==> config.mk <==
export PLATFORM = sky130hd
export DESIGN_NAME = adder_rr_arbiter_flat
export DESIGN_NICKNAME = d
export VERILOG_FILES = /design/src/rtl/adder_rr_arbiter_pkg.sv /design/src/rtl/adder_rr_arbiter_if.sv /design/src/rtl/adder_rr_arbiter_picker.sv /design/src/rtl/adder_rr_arbiter.sv /design/src/flat_wrapper.sv
export SDC_FILE = /design/constraint.sdc
export NUM_CORES = 1
export LEC_CHECK = 0
export ABC_AREA = 1
export ABC_CLOCK_PERIOD_IN_PS = 2900
export BUFFER_PORTS_ARGS = -buffer_cell sky130_fd_sc_hd__buf_2
export CELL_PAD_IN_SITES_DETAIL_PLACEMENT = 1
export CELL_PAD_IN_SITES_GLOBAL_PLACEMENT = 1
export CORE_ASPECT_RATIO = 1.75
export CORE_MARGIN = 1.5
export CORE_UTILIZATION = 29
export DETAILED_ROUTE_END_ITERATION = 12
export HOLD_SLACK_MARGIN = 0.05
export PLACE_DENSITY_LB_ADDON = 0.3
export SYNTH_ARGS = -nofsm -noshare
export SYNTH_HDL_FRONTEND = slang
export SYNTH_HIERARCHICAL = 1
export SYNTH_SLANG_ARGS = --single-unit
==> constraint.sdc <==
create_clock -name clk_i -period 2.9 [get_ports clk_i]
set_input_delay 0.29 -clock clk_i [delete_from_list [all_inputs] [get_ports clk_i]]
set_output_delay 0.29 -clock clk_i [all_outputs]
set_load 0.02 [all_outputs]
==> src/rtl/adder_rr_arbiter_pkg.sv <==
// Shared types and helpers for the round-robin arbitrated adder.
// Imported by the interface, the picker and the top level.
package adder_arb_pkg;

  typedef enum logic {
    IDLE,
    FULL
  } arb_state_t;

  localparam int DEF_NUM_REQ = 4;
  localparam int DEF_WIDTH   = 4;

  function automatic int id_width(input int n);
    return $clog2(n);
  endfunction

endpackage

==> src/rtl/adder_rr_arbiter_if.sv <==
// Request/response bundle between the clients and the shared adder.
// The arbiter uses the slave modport; the clients use the master modport.
interface adder_rr_arbiter_if
  import adder_arb_pkg::*;
#(
  parameter int NUM_REQ = DEF_NUM_REQ,
  parameter int WIDTH   = DEF_WIDTH
);

  localparam int ID_W = id_width(NUM_REQ);

  logic [NUM_REQ-1:0]            req_valid_i;
  logic [NUM_REQ-1:0]            req_ready_o;
  logic [NUM_REQ-1:0][WIDTH-1:0] req_a_i;
  logic [NUM_REQ-1:0][WIDTH-1:0] req_b_i;
  logic                          rsp_valid_o;
  logic                          rsp_ready_i;
  logic [ID_W-1:0]               rsp_id_o;
  logic [WIDTH-1:0]              rsp_sum_o;
  logic                          rsp_overflow_o;

  modport slave (
    input  req_valid_i,
    input  req_a_i,
    input  req_b_i,
    input  rsp_ready_i,
    output req_ready_o,
    output rsp_valid_o,
    output rsp_id_o,
    output rsp_sum_o,
    output rsp_overflow_o
  );

  modport master (
    output req_valid_i,
    output req_a_i,
    output req_b_i,
    output rsp_ready_i,
    input  req_ready_o,
    input  rsp_valid_o,
    input  rsp_id_o,
    input  rsp_sum_o,
    input  rsp_overflow_o
  );

endinterface

==> src/rtl/adder_rr_arbiter_picker.sv <==
// Rotating-priority picker: holds the round-robin pointer and finds the first
// valid requester at or above it, wrapping around.
module adder_rr_picker
  import adder_arb_pkg::*;
#(
  parameter int NUM_REQ = DEF_NUM_REQ,
  parameter int ID_W    = id_width(DEF_NUM_REQ)
) (
  input  logic               clk_i,
  input  logic               rst_ni,
  input  logic [NUM_REQ-1:0] req,
  input  logic               take,
  input  logic [ID_W-1:0]    take_idx,
  output logic [ID_W-1:0]    winner,
  output logic               any_valid
);

  logic [ID_W-1:0] ptr_q;

  // NUM_REQ is a power of two, so the ID_W-bit increment wraps by itself.
  always_ff @(posedge clk_i or negedge rst_ni) begin
    if (!rst_ni) begin
      ptr_q <= '0;
    end else if (take) begin
      ptr_q <= take_idx + 1'b1;
    end
  end

  // Scan offsets from the far end so the closest valid index to ptr wins.
  always_comb begin
    logic [ID_W-1:0] idx;
    idx       = '0;
    winner    = '0;
    any_valid = 1'b0;
    for (int i = NUM_REQ - 1; i >= 0; i--) begin
      idx = ptr_q + ID_W'(i);
      if (req[idx]) begin
        winner    = idx;
        any_valid = 1'b1;
      end
    end
  end

endmodule

==> src/rtl/adder_rr_arbiter.sv <==
// Shares one WIDTH-bit adder among NUM_REQ clients; one result register with a
// valid/ready response channel, refilled in the same cycle it is drained.
module adder_rr_arbiter
  import adder_arb_pkg::*;
#(
  parameter int NUM_REQ = DEF_NUM_REQ,
  parameter int WIDTH   = DEF_WIDTH
) (
  input  logic               clk_i,
  input  logic               rst_ni,
  adder_rr_arbiter_if.slave  bus
);

  localparam int ID_W = id_width(NUM_REQ);

  arb_state_t         state_q;
  arb_state_t         state_d;
  logic [ID_W-1:0]    winner;
  logic               any_valid;
  logic               can_accept;
  logic               take;
  logic [NUM_REQ-1:0] ready;
  logic [WIDTH:0]     sum_full;
  logic [ID_W-1:0]    rsp_id_q;
  logic [WIDTH-1:0]   rsp_sum_q;
  logic               rsp_ovf_q;

  adder_rr_picker #(
    .NUM_REQ (NUM_REQ),
    .ID_W    (ID_W)
  ) u_picker (
    .clk_i     (clk_i),
    .rst_ni    (rst_ni),
    .req       (bus.req_valid_i),
    .take      (take),
    .take_idx  (winner),
    .winner    (winner),
    .any_valid (any_valid)
  );

  assign can_accept = (state_q == IDLE) | ((state_q == FULL) & bus.rsp_ready_i);
  assign take       = can_accept & any_valid & rst_ni;

  always_comb begin
    ready = '0;
    if (take) begin
      ready[winner] = bus.req_valid_i[winner];
    end
  end

  assign bus.req_ready_o = ready;

  assign sum_full = {1'b0, bus.req_a_i[winner]} + {1'b0, bus.req_b_i[winner]};

  always_ff @(posedge clk_i or negedge rst_ni) begin
    if (!rst_ni) begin
      state_q <= IDLE;
    end else begin
      state_q <= state_d;
    end
  end

  // A drain without a refill empties the register; a refill always fills it.
  always_comb begin
    state_d = state_q;
    case (state_q)
      IDLE: if (take) state_d = FULL;
      FULL: begin
        if (take) begin
          state_d = FULL;
        end else if (bus.rsp_ready_i) begin
          state_d = IDLE;
        end
      end
      default: state_d = IDLE;
    endcase
  end

  // Response data is held after it is consumed; only a new grant overwrites it.
  always_ff @(posedge clk_i or negedge rst_ni) begin
    if (!rst_ni) begin
      rsp_id_q  <= '0;
      rsp_sum_q <= '0;
      rsp_ovf_q <= 1'b0;
    end else if (take) begin
      rsp_id_q  <= winner;
      rsp_sum_q <= sum_full[WIDTH-1:0];
      rsp_ovf_q <= sum_full[WIDTH];
    end
  end

  assign bus.rsp_valid_o    = (state_q == FULL);
  assign bus.rsp_id_o       = rsp_id_q;
  assign bus.rsp_sum_o      = rsp_sum_q;
  assign bus.rsp_overflow_o = rsp_ovf_q;

endmodule

==> src/flat_wrapper.sv <==
// flat-port wrapper written by rule: the top's interface ports become plain ports
module adder_rr_arbiter_flat import adder_arb_pkg::*;
#(
  parameter int NUM_REQ = DEF_NUM_REQ,
  parameter int WIDTH   = DEF_WIDTH
)
  (clk_i, rst_ni, bus_req_valid_i, bus_req_a_i, bus_req_b_i, bus_rsp_ready_i, bus_req_ready_o, bus_rsp_valid_o, bus_rsp_id_o, bus_rsp_sum_o, bus_rsp_overflow_o);
  adder_rr_arbiter_if #(.NUM_REQ(NUM_REQ), .WIDTH(WIDTH)) bus_i ();
  input  logic clk_i;
  input  logic rst_ni;
  input wire logic [$bits(bus_i.req_valid_i)-1:0] bus_req_valid_i;
  input wire logic [$bits(bus_i.req_a_i)-1:0] bus_req_a_i;
  input wire logic [$bits(bus_i.req_b_i)-1:0] bus_req_b_i;
  input wire logic [$bits(bus_i.rsp_ready_i)-1:0] bus_rsp_ready_i;
  output wire logic [$bits(bus_i.req_ready_o)-1:0] bus_req_ready_o;
  output wire logic [$bits(bus_i.rsp_valid_o)-1:0] bus_rsp_valid_o;
  output wire logic [$bits(bus_i.rsp_id_o)-1:0] bus_rsp_id_o;
  output wire logic [$bits(bus_i.rsp_sum_o)-1:0] bus_rsp_sum_o;
  output wire logic [$bits(bus_i.rsp_overflow_o)-1:0] bus_rsp_overflow_o;
  assign bus_i.req_valid_i = bus_req_valid_i;
  assign bus_i.req_a_i = bus_req_a_i;
  assign bus_i.req_b_i = bus_req_b_i;
  assign bus_i.rsp_ready_i = bus_rsp_ready_i;
  assign bus_req_ready_o = bus_i.req_ready_o;
  assign bus_rsp_valid_o = bus_i.rsp_valid_o;
  assign bus_rsp_id_o = bus_i.rsp_id_o;
  assign bus_rsp_sum_o = bus_i.rsp_sum_o;
  assign bus_rsp_overflow_o = bus_i.rsp_overflow_o;
  adder_rr_arbiter #(.NUM_REQ(NUM_REQ), .WIDTH(WIDTH)) u_core (.clk_i(clk_i), .rst_ni(rst_ni), .bus(bus_i));
endmodule
Word-level counts from Yosys, hierarchy flattened
Index checks and enable logic that the tools add are counted.
- bits in registers: 10
- bits of input ports: 39
- logic and storage cells: 52
- add/sub/neg operators: 5
- $lt $le $gt $ge: 6
- multiplexer cells: 29
- bitwise operators: 6
- reduce and logical (&&, ||, !) cells: 1
- operators with widths (cell ; number):
    $bmux 4 s2 ; 2
    $lt 2x3->1 const B ; 5
    $mux 1 ; 13
    $mux 4 ; 3
    $bmux 1 s2 ; 5
    $mux 2 ; 4
    $add 4x4->5 ; 1
    $add 2x1->2 const B ; 2
    $add 2x2->2 const B ; 2
    $and 4x4->4 ; 1
    $and 1x1->1 ; 3
    $demux 1 s2 ; 1
    $ge 2x1->1 const B ; 1
    $pmux 1 s2 ; 1
    $logic_and 1x1->1 ; 1
    $not 1->1 ; 1
    $or 1x1->1 ; 1

Longest topological paths before layout
- word-level depth: 13
- depth in mapped cells: 19
- mapped depth without buffers: 19

Modules after synthesis
The synthesis kept the hierarchy.
- modules (own cells, without submodules) (module ; times used ; cells an instance ; area each (sq um) ; sequential area each (sq um)):
    adder_rr_arbiter ; 1 ; 100 ; 696.9 ; 200.2
    adder_rr_picker ; 1 ; 51 ; 281.5 ; 50.0

Worst setup path after synthesis
Ideal clock, no wire load.
- path kind: register to register
- from: reg u_core.u_picker.ptr_q[0]
- to: reg u_core.rsp_ovf_q (netlist: u_core/bus.rsp_overflow_o)
- setup time: 0.123 ns
- arrival: 2.492 ns
- required time: 2.777 ns
- slack: 0.285 ns
- stages on the path, launching flop included: 18
- cells stage by stage: dfrtp_1 buf_6 xnor2_1 nand2_1 nand3_2 nand2_1 nand2_1 nand2_1 nand2_1 clkinv_1 nand2_1 nand3_1 ha_1 fa_1 nand2_1 a21oi_1 o21ai_0 nand2_1
- longest elaborated chain between the ends: 10
- RTL lines (what ; line ; source):
    start: declaration ; adder_rr_arbiter_picker.sv:18 ; logic [ID_W-1:0] ptr_q;
    start signal: assignment ; adder_rr_arbiter_picker.sv:25 ; ptr_q <= take_idx + 1'b1;
    $add 2x2->2 ; adder_rr_arbiter_picker.sv:36 ; idx = ptr_q + ID_W'(i);
    $bmux 1 s2 ; adder_rr_arbiter_picker.sv:37 ; if (req[idx]) begin
    $mux 1 (not written as such) ; adder_rr_arbiter_picker.sv:37 ;
    $mux 2 (3 in series) ; adder_rr_arbiter_picker.sv:37 ;
    $mux 2 * ; adder_rr_arbiter_picker.sv:37 ;
    via u_core.winner[0] ; adder_rr_arbiter.sv:18 ; logic [ID_W-1:0] winner;
    $bmux 4 s2 ; adder_rr_arbiter.sv:53 ; assign sum_full = {1'b0, bus.req_a_i[winner]} + {1'b0, bus.req_b_i[winner]};
    $mux 4 (not written as such) ; adder_rr_arbiter.sv:53 ;
    $add 4x4->5 * ; adder_rr_arbiter.sv:53 ;
    end signal: assignment ; adder_rr_arbiter.sv:88 ; rsp_ovf_q <= sum_full[WIDTH];
    end: declaration ; adder_rr_arbiter.sv:26 ; logic rsp_ovf_q;
Mark *: on every way through the listed nets, which the timed path passes. The rest lies on a longest branch. The select of a mux whose other input is x is not followed.
A chain may end at the register's enable or synchronous reset.

Final worst setup path
Same ends and word-level chain as after synthesis.

==> impl_metrics.json <==
{
  "die_w_um": 46.9,
  "synth_cell_types": 23,
  "status": "complete, no violations",
  "ys_top_cells_by_count": "nand2_1, nand3_1, inv_1, dfrtp_1",
  "wl_um": 3350,
  "worstPathMaxFanout": 8,
  "vias_per_cell": 4.71,
  "p_sw_share_pct": 53.6,
  "setup_violations": 0,
  "clock-root-buffer": "clkbuf_8",
  "synth_warnings": 6,
  "clockBufferDepth": 2,
  "p_int_mw": 1.07,
  "critical_path.startpoint_type": "flip-flop",
  "p_sw_mw": 1.24,
  "worst_pin_slew_ns": 0.361,
  "drtIter0Drc": 8,
  "crit_type": "reg2reg",
  "r2r_start": "u_core/u_picker/ptr_q[0]",
  "fin_total_pwr_mw": 2.32,
  "pin_count": 51,
  "cap_violations": 0,
  "path_clk_slew_ns": 0.04,
  "endpoint_kind": "flip-flop",
  "hold_end": "u_core/bus.rsp_valid_o",
  "layout-drive-gt1-share_pct": 36.3,
  "fin_crit_sh_pct": 94.1,
  "p_per_area_nw_per_um2": 1670,
  "p_leak_nw": 0.773,
  "track_usage_pct": 19.4,
  "synth_cells": 151,
  "first_pass_iters": 6,
  "globalRoute.totalOverflow": 0,
  "antenna_found_initial": 0,
  "yosys_register_bits": 10,
  "synth_nets": 195,
  "n_antenna_cell": 0,
  "drcViolationCount": 0,
  "p_comb_share_pct": 82.7,
  "final_antenna_net_count": 0,
  "critical_path_arrival_ns": 2.84,
  "yosysMostFrequentCell": "nand2_1",
  "r2r-end": "u_core/bus.rsp_overflow_o",
  "async_flop_share_pct": 100,
  "syn_area_per_cell_um2": 6.48,
  "ys_seq_area_share_pct": 25.6,
  "finClkSkew_ns": 0.00160,
  "final_net_count": 258,
  "required_ns": 3.01,
  "reg2reg_depth": 16,
  "syn-cell-area_um2": 978,
  "seq_power_share_pct": 11.4,
  "syn2layout_area_growth_pct": 42.1,
  "vias": 1201,
  "detail_route.wl_per_cell_um": 13.1,
  "whs_ns": 0.353,
  "hpwl_um": 2750,
  "synth_area_leaders": "dfrtp_1, nand2_1, nand3_1",
  "min_path_cells": 4,
  "design.core.area_um2": 3180,
  "regToRegSetupSlack_ns": 0.17,
  "grt_pass1_vias": 1263,
  "power_frac_clock_pct": 6.0,
  "start_util_pct": 30.8,
  "die_y_um": 79.8,
  "rows": 27,
  "ir_worst_vdd_v": 0.000945,
  "portBuffers": 50,
  "clk_latency_ns": 0.23,
  "cts.sinks": 10,
  "min_path_type": "in2reg",
  "maxSlewHeadroom_pct": 75.9,
  "period_minus_slack_ns": 2.73,
  "yosysTopAreaCellShare_pct": 25.6,
  "fmax_ghz": 0.366,
  "grt_max_degree": 15,
  "gp_congestion": 0.802,
  "numCtsBuffers": 3,
  "yosysTopAreaCell": "dfrtp_1",
  "cts_max_level": 1,
  "ys.flop_type": "dfrtp_1",
  "finalHoldViolCount": 0,
  "synth_edf_count": 0,
  "grt_pass1_wl_um": 5350,
  "hp-start": "bus_rsp_ready_i",
  "cts_tree": "yes",
  "drv_slew": 0,
  "die_area_um2": 3750,
  "fillers": 459
}
## cell usage in the layout (no fill, tap or decap)
cell type and instances:
ha_2 1, nand3b_1 1, buf_2 50, a22oi_1 7, clkbuf_8 3, buf_4 9, nand2_1 65, nand3_1 16
nor2_4 2, o21ai_0 3, fa_2 1, nand3_2 2, nor2_2 1, xnor2_1 3, and2_1 1, dfrtp_1 9
dfrtp_2 1, inv_1 13, o21ai_2 3, ha_1 3, nor2_1 7, nand4_1 1, dlygate4sd3_1 1, a21oi_4 1
a21oi_1 3, o21ai_1 2, inv_2 3
## sequential cells by signal, indices dropped and copies added, names as in the netlist
signal                     count
u_core/bus.rsp_sum_o           4
u_core/bus.rsp_id_o            2
u_core/bus.rsp_valid_o         1
u_core/bus.rsp_overflow_o      1
u_core/u_picker/ptr_q          2
## per-layer routing
layer / track usage, % / vias to the layer above / routed length, um
li1: - / 612 / -
met1: 19.4 / 556 / 1170
met2: 38.5 / 31 / 2060
met3: 1.36 / 2 / 97
met4: 5.83 / 0 / 25
met5: 0 / - / 0
## area by class of cell
class                      instances  area (um2)  area share (%)
multi-input combinational        123         656            47.2
tap                               43        53.8            3.87
inverter                          16        60.1            4.32
sequential                        10         251            18.1
clock buffer                       3        41.3            2.97
timing repair buffer              60         328            23.6
## worst max path at each step
stage	startpoint	to	slack, ns	cells past startpoint
global placement	u_core/u_picker/ptr_q[0]	u_core/bus.rsp_overflow_o	0.10	16
detailed placement	u_core/u_picker/ptr_q[0]	u_core/bus.rsp_overflow_o	-0.07	16
CTS	u_core/u_picker/ptr_q[0]	u_core/bus.rsp_overflow_o	0.03	19
global route	u_core/u_picker/ptr_q[0]	u_core/bus.rsp_overflow_o	-0.001	19
finish	u_core/u_picker/ptr_q[0]	u_core/bus.rsp_overflow_o	0.17	16
floorplan	u_core/u_picker/ptr_q[0]	u_core/bus.rsp_overflow_o	0.29	17
## repair_timing
action,4_1_cts,5_1_grt
gates resized for setup,1,5
hold endpoints to repair,10,0
setup endpoints to repair,2,4
buffers inserted,0,7
hold buffers,1,0
cloned,0,0
pin swaps,0,1
## critical path, stage by stage, from the launching register on
cell and delay [ns]:
dfrtp_2 0.44, buf_4 0.15, o21ai_2 0.21, nor2_1 0.10, nor2_1 0.12, nand3_1 0.10
nand2_1 0.16, buf_4 0.17, nor2_4 0.06, buf_4 0.14, nand2_1 0.05, nand3_1 0.15
fa_2 0.44, nand2_1 0.08, a21oi_1 0.06, o21ai_1 0.13, nand2_1 0.07
## cells by family after synthesis
kind of cell             after synthesis  share of synthesized area, %
adder cells (fa/ha/maj)                5                          7.16
AO/OA/AOI/OAI                         19                          13.8
flip-flops                            10                          25.6
buffers and inverters                 18                          8.44
AND/OR/NAND/NOR                       96                          42.3
XOR/XNOR                               3                          2.69
## power groups by stage
stage               registers, mW  logic, mW  clock network (mW)
finish                      0.263       1.91               0.138
global route                0.275       2.13               0.147
global placement            0.270       1.69                   0
detailed placement          0.273       1.77                   0
CTS                         0.275       1.78               0.142
floorplan                   0.307       1.26                   0
## metrics by stage
stage	worst slack, ns	area (um2)	utilization [%]	setup TNS [ns]	cells
2_1_floorplan	0.285	978	-	0	151
3_3_place_gp	0.101	1270	40.1	0	244
3_5_place_dp	-0.0682	1270	40.1	-0.0682	244
4_1_cts	0.0289	1330	41.8	0	248
5_1_grt	-0.00142	1390	43.8	-0.00142	255
6_report	0.171	1390	43.8	0	255
No activity file was read; power rests on OpenSTA's default activity.
